<file path="src/rtl/mux_arb_pkg.sv">
// rtl/mux_arb_pkg.sv - shared types and round-robin scan helper for mux_arb_nx1
//
// Purpose : mode encoding, scan limits and the modulo priority scan used by
//           the round-robin arbiter.
// Contents: mux_mode_e, MAX_CH, IDX_W, rr_pick_t, rr_pick()
package mux_arb_pkg;

    typedef enum logic {
        MODE_SEL = 1'b0,
        MODE_RR  = 1'b1
    } mux_mode_e;

    // The helper is written once for the widest supported mux; callers
    // zero-extend their vectors and pass their real channel count.
    localparam int MAX_CH = 64;
    localparam int IDX_W  = 6;
    localparam int IDX_W1 = IDX_W + 1;

    typedef struct packed {
        logic             found;
        logic [IDX_W-1:0] idx;
    } rr_pick_t;

    // First valid channel scanning ptr+1, ptr+2, ... modulo n_ch.
    function automatic rr_pick_t rr_pick(
        input logic [MAX_CH-1:0] valid,
        input logic [IDX_W-1:0]  ptr,
        input logic [IDX_W:0]    n_ch
    );
        rr_pick_t       pick;
        logic [IDX_W:0] idx;
        pick = '0;
        // Walk from the farthest offset back to the nearest so that the
        // nearest valid channel is the one left in pick.
        for (int k = MAX_CH; k >= 1; k--) begin
            if (k <= int'(n_ch)) begin
                idx = {1'b0, ptr} + IDX_W1'(k);
                if (idx >= n_ch) begin
                    idx = idx - n_ch;
                end
                if (valid[idx[IDX_W-1:0]]) begin
                    pick.found = 1'b1;
                    pick.idx   = idx[IDX_W-1:0];
                end
            end
        end
        return pick;
    endfunction

endpackage

</file>
<file path="src/rtl/mux_rr_arbiter.sv">
// rtl/mux_rr_arbiter.sv - combinational round-robin grant for N_CH requesters
//
// Purpose: picks the first valid channel after ptr (modulo N_CH).
// Ports  : valid [N_CH]  in   per-channel request
//          ptr   [SEL_W] in   last granted channel
//          grant [N_CH]  out  one-hot grant (all zero when nothing valid)
//          idx   [SEL_W] out  index of the granted channel
//          found         out  a grant was made
module mux_rr_arbiter
    import mux_arb_pkg::*;
#(
    parameter int  N_CH  = 4,
    localparam int SEL_W = $clog2(N_CH)
) (
    input  logic [N_CH-1:0]  valid,
    input  logic [SEL_W-1:0] ptr,
    output logic [N_CH-1:0]  grant,
    output logic [SEL_W-1:0] idx,
    output logic             found
);

    rr_pick_t pick;

    always_comb begin
        pick  = rr_pick(MAX_CH'(valid), IDX_W'(ptr), IDX_W1'(N_CH));
        found = pick.found;
        idx   = pick.idx[SEL_W-1:0];
        grant = '0;
        for (int i = 0; i < N_CH; i++) begin
            grant[i] = pick.found && (pick.idx == IDX_W'(i));
        end
    end

endmodule

</file>
<file path="src/rtl/mux_arb_nx1.sv">
// rtl/mux_arb_nx1.sv - N-to-1 streaming word mux with select / round-robin modes
//
// Purpose: selects one of N_CH valid/ready input channels per cycle into a
//          registered output; one-cycle latency, full throughput.
// Ports  : clk, rst_n (async active-low)
//          mode                 0 = explicit select, 1 = round-robin
//          sel       [SEL_W]    channel used in select mode
//          in_valid  [N_CH]     per-channel valid
//          in_data   [N_CH*DATA_W] channel i at [i*DATA_W +: DATA_W]
//          in_ready  [N_CH]     per-channel accept, at most one bit high
//          out_valid/out_data/out_ch  registered word and its source channel
//          out_ready            consumer accept
// Config : MUX_LAST_LOCK_EN adds in_last [N_CH] / out_last and holds the grant
//          on a channel until it sends a word marked last.
module mux_arb_nx1
    import mux_arb_pkg::*;
#(
    parameter int  N_CH   = 4,
    parameter int  DATA_W = 32,
    localparam int SEL_W  = $clog2(N_CH)
) (
    input  logic                     clk,
    input  logic                     rst_n,
    input  logic                     mode,
    input  logic [SEL_W-1:0]         sel,
    input  logic [N_CH-1:0]          in_valid,
    input  logic [N_CH*DATA_W-1:0]   in_data,
`ifdef MUX_LAST_LOCK_EN
    input  logic [N_CH-1:0]          in_last,
    output logic                     out_last,
`endif
    output logic [N_CH-1:0]          in_ready,
    output logic                     out_valid,
    output logic [DATA_W-1:0]        out_data,
    output logic [SEL_W-1:0]         out_ch,
    input  logic                     out_ready
);

    mux_mode_e        mode_e;
    logic [SEL_W-1:0] rr_ptr;
    logic [N_CH-1:0]  rr_grant;
    logic [SEL_W-1:0] rr_idx;
    logic             rr_found;

    logic             lock;
    logic [SEL_W-1:0] lock_ch;

    logic             load_en;
    logic             xfer_in;
    logic [N_CH-1:0]  grant;
    logic [SEL_W-1:0] grant_idx;
    logic             grant_any;
    logic [DATA_W-1:0] grant_data;

    assign mode_e = mux_mode_e'(mode);

    mux_rr_arbiter #(
        .N_CH (N_CH)
    ) u_rr (
        .valid (in_valid),
        .ptr   (rr_ptr),
        .grant (rr_grant),
        .idx   (rr_idx),
        .found (rr_found)
    );

    // Register can take a new word when empty or when its word leaves now.
    assign load_en = !out_valid || out_ready;

    always_comb begin
        grant     = '0;
        grant_idx = '0;
        grant_any = 1'b0;
        if (lock) begin
            for (int i = 0; i < N_CH; i++) begin
                if (lock_ch == SEL_W'(i) && in_valid[i]) begin
                    grant[i]  = 1'b1;
                    grant_idx = lock_ch;
                    grant_any = 1'b1;
                end
            end
        end else if (mode_e == MODE_RR) begin
            grant     = rr_grant;
            grant_idx = rr_idx;
            grant_any = rr_found;
        end else begin
            // An out-of-range sel matches no channel and so grants nothing.
            for (int i = 0; i < N_CH; i++) begin
                if (sel == SEL_W'(i) && in_valid[i]) begin
                    grant[i]  = 1'b1;
                    grant_idx = sel;
                    grant_any = 1'b1;
                end
            end
        end
    end

    // Grant is one-hot, so an AND-OR mux picks the word.
    always_comb begin
        grant_data = '0;
        for (int i = 0; i < N_CH; i++) begin
            if (grant[i]) begin
                grant_data = grant_data | in_data[i*DATA_W +: DATA_W];
            end
        end
    end

    assign in_ready = grant & {N_CH{load_en}};
    assign xfer_in  = grant_any && load_en;

    always_ff @(posedge clk or negedge rst_n) begin
        if (!rst_n) begin
            out_valid <= 1'b0;
            out_data  <= '0;
            out_ch    <= '0;
            rr_ptr    <= SEL_W'(N_CH - 1);
        end else begin
            if (xfer_in) begin
                out_valid <= 1'b1;
                out_data  <= grant_data;
                out_ch    <= grant_idx;
            end else if (out_ready) begin
                out_valid <= 1'b0;
            end
            // Select-mode traffic leaves the round-robin position untouched.
            if (xfer_in && mode_e == MODE_RR) begin
                rr_ptr <= grant_idx;
            end
        end
    end

`ifdef MUX_LAST_LOCK_EN
    logic grant_last;

    assign grant_last = |(grant & in_last);

    always_ff @(posedge clk or negedge rst_n) begin
        if (!rst_n) begin
            lock     <= 1'b0;
            lock_ch  <= '0;
            out_last <= 1'b0;
        end else if (xfer_in) begin
            lock     <= !grant_last;
            lock_ch  <= grant_idx;
            out_last <= grant_last;
        end
    end
`else
    assign lock    = 1'b0;
    assign lock_ch = '0;
`endif

endmodule
</file>
<file path="config.mk">
export PLATFORM = sky130hd
export DESIGN_NAME = mux_arb_nx1
export DESIGN_NICKNAME = d
export VERILOG_FILES = /design/src/rtl/mux_arb_pkg.sv /design/src/rtl/mux_rr_arbiter.sv /design/src/rtl/mux_arb_nx1.sv
export SDC_FILE = /design/constraint.sdc
export NUM_CORES = 1
export LEC_CHECK = 0
export ABC_CLOCK_PERIOD_IN_PS = 5960
export BUFFER_PORTS_ARGS = -buffer_cell sky130_fd_sc_hd__buf_2
export CORE_ASPECT_RATIO = 0.5
export CORE_MARGIN = 2
export CORE_UTILIZATION = 47
export DETAILED_ROUTE_END_ITERATION = 6
export PLACE_DENSITY = 0.92
export SETUP_SLACK_MARGIN = 0.15
export SLEW_MARGIN = 0
export SYNTH_ARGS = -nofsm -noshare
export SYNTH_HDL_FRONTEND = slang
export SYNTH_HIERARCHICAL = 1
export SYNTH_SLANG_ARGS = --single-unit
</file>
<file path="constraint.sdc">
create_clock -name clk -period 5.96 [get_ports clk]
set_input_delay 0.596 -clock clk [delete_from_list [all_inputs] [get_ports clk]]
set_output_delay 0.596 -clock clk [all_outputs]
set_load 0.01 [all_outputs]
</file>
==> impl_metrics.toml <==
[final_layout]
n_antenna_cell = 0
num-fill-cells = 479
drive_gt1_share_pct = 40.25
final_cell_mix = "buf_2 (176), o21ai_0 (126), dfrtp_1 (35)"
nets = 627
layout_commonest_cell = "buf_2"
finalInstanceArea_um2 = 3795
synthToLayoutAreaGrowth_pct = 35.95

[cts]
cts_resized = 0
numCtsBuffers = 5
clock_latency_ns = 0.27
path_clk_slew_ns = 0.06
cts.hold.buffers_added = 0
cts_setup_buffers = 0
root_buffer = "clkbuf_16"
cts_tree = "yes"
cts.sinks = 37
h-tree-depth = 2
clockBufferDepth = 2

[critical_path]
max_stage_delay_ns = 0.86
cp.buffers_inverters = 2
endpoint_kind = "primary output"
crit_start = "rr_ptr[0]"
crit_top_cell = "nor2_1"
path_cells = "inv_1 -> ha_1 -> a21o_1 -> o2bb2ai_1 -> o211a_1 -> o22a_1 -> nor2b_1 -> and2_1 -> nor2_1 -> nor2_1 -> buf_2"
cp.required_ns = 5.36
startpoint_type = "flop"
worstPathArrival_ns = 3.70
cpLargestDelayFamily = "simple AND/OR/NAND/NOR gates"
slowest_stage = "and2_1"
crit_fanout = 33
crit_type = "flop to primary output"
r2r_start = "rr_ptr[0]"

[power_and_ir_drop]
swShare_pct = 43.71
p_seq_share_pct = 25.8
p_int_mw = 0.9384
p_sw_mw = 0.7286
combPwrFrac_pct = 58.5
power.density_nw_per_um2 = 439.3
power.total_mw = 1.667
p_leak_nw = 1.914
vdd_ir_drop_max_mv = 0.2221
clock_power_share_pct = 15.7

[synth]
netlist_area_um2 = 2791
ys_warn_count = 6
synth_cells = 334
synth.distinct_cells = 35
ys_ff_latch = 37
avgSynthCellArea_um2 = 8.358
syn-num-nets = 475
synth_seq_area_share_pct = 33.26

[route]
ant_nets = 0
first_pass_iters = 7
drt_iter0_drc = 374
viasPerCell = 6.243
routedWlPerCell_um = 17.32
drc = 5
wirelength_um = 9701
vias = 3496

[sta]
finalCritPeriodShare_pct = 72.11
min_period_ns = 4.298
worst_slew_pin_slew_ns = 1.137
whs_ns = 0.4133
finalHoldViolations = 0
setup_tns_ns = 0
fin_skew_ns = 0.004946
rsz0062_at_grt = "no"
final_max_slew_viol_count = 0
max_freq_mhz = 232.7
setup_slack_ns = 1.662
setup_viol = 0
slew_headroom_pct = 24.14

[floorplanning]
initial_utilization_pct = 49.75
io_pins = 177
rows = 19
core_area_um2 = 5610
die_area_um2 = 6609
fp.dieW_um = 113.0
die_y_um = 58.50

[grt]
grt_first_pass_wirelength_um = 15050
antenna_found_initial = 0
grt_overflow_total = 0
track_usage_pct = 28.18
grt_pass1_vias = 3121
grt_max_degree = 42

[placement]
pre_cts_ws_ns = 2.150
dp_hpwl_um = 6594
dpl_cell_area_um2 = 3649
numPortBuffers = 176
gp_congestion = 0.8147

[worst_hold_path]
hold_class = "input pin to async pin"

[outcome]
status = "finished with violations"
violations = "design-rule violations"

[run]
drv_cap = 0
==> area by class of cell <==
| class | count | area, um^2 | area share (%) |
|---|---|---|---|
| clock buffer | 8 | 146.4 | 3.858 |
| timing repair buffer | 178 | 895.9 | 23.61 |
| inverter | 3 | 11.26 | 0.2967 |
| sequential | 37 | 928.4 | 24.46 |
| multi-input combinational | 261 | 1722 | 45.37 |
| tap | 73 | 91.34 | 2.407 |
==> per-layer routing <==
metal  part of all wire [%]  track usage [%]
met1                     41            37.16
met2                     49            49.23
met3                    8.0            5.252
met4                    1.9            6.969
met5                      0                0
==> Yosys cell counts <==
cell type | instances | area share [%]
and2_1 | 4 | 0.90
a21o_1 | 33 | 8.9
and3_1 | 1 | 0.22
dfstp_2 | 2 | 1.9
o211a_1 | 1 | 0.36
mux4_2 | 2 | 1.6
clkbuf_1 | 25 | 3.4
and4bb_1 | 2 | 0.90
and4b_1 | 1 | 0.36
nand2b_1 | 3 | 0.67
buf_6 | 1 | 0.40
nor4b_2 | 1 | 0.54
a221oi_1 | 2 | 0.63
mux2i_1 | 6 | 2.2
a21bo_2 | 1 | 0.36
nor2_1 | 13 | 1.7
o211ai_2 | 1 | 0.45
dfrtp_1 | 35 | 31
inv_1 | 3 | 0.40
mux2_2 | 4 | 1.6
buf_4 | 3 | 0.81
o22a_1 | 2 | 0.63
nand2_1 | 5 | 0.67
o21ai_1 | 5 | 0.90
a31oi_4 | 1 | 0.76
a21oi_1 | 4 | 0.72
nor2b_1 | 3 | 0.67
o22ai_1 | 1 | 0.22
nand3b_1 | 1 | 0.27
ha_1 | 3 | 1.3
a41oi_1 | 32 | 10
nor3b_1 | 2 | 0.54
o21ai_0 | 126 | 23
o2bb2ai_1 | 1 | 0.31
buf_2 | 4 | 0.72
==> through the flow <==
step	instances	utilization (%)
floorplan	334	-
global placement	552	65.03
detailed placement	552	65.03
CTS	560	67.64
global route	560	67.64
finish	560	67.64
==> power groups by stage <==
| stage | registers, mW | logic, mW | clock network (mW) |
|---|---|---|---|
| finish | 0.431 | 0.975 | 0.261 |
| global route | 0.444 | 1.06 | 0.280 |
| global placement | 0.425 | 0.915 | 0 |
| floorplan | 0.463 | 0.644 | 0 |
| detailed placement | 0.430 | 0.940 | 0 |
| CTS | 0.429 | 0.955 | 0.264 |
==> worst reg2reg max path: cells and delay by family, from the launching register on <==
family                   cells  cell delay [ns]
AO/OA/AOI/OAI                7             1.43
flip-flops                   1             0.69
adder cells (fa/ha/maj)      1             0.41
AND/OR/NAND/NOR              2             1.02
buffers and inverters        1             0.16
==> cell families (layout without fill, tap and decap cells) <==
logic type | after synthesis | after routing | synth area share [%]
DFF | 37 | 37 | 33.26
buffers and inverters | 36 | 189 | 5.692
adders and majority gates | 3 | 3 | 1.345
and+or+nand+nor | 36 | 36 | 7.485
muxes | 12 | 12 | 5.379
AOI/OAI and AO/OA | 210 | 210 | 46.84
==> registers in the layout, summed over array words and instances (netlist names) <==
name	cells
out_ch	2
out_data	32
out_valid	1
rr_ptr	2
==> final timing paths <==
kind,end,slack (ns),depth (start not counted)
worst max-delay path,in_ready[3],1.66,11
worst min-delay path,out_ch[0],0.41,1
worst max register to register,out_data[15],2.18,11
worst min register to register,out_data[15],0.47,1
max in group asynchronous,out_data[23],5.01,1
min in group clk,out_data[15],0.47,1
No activity file was read; power rests on OpenSTA's default activity.
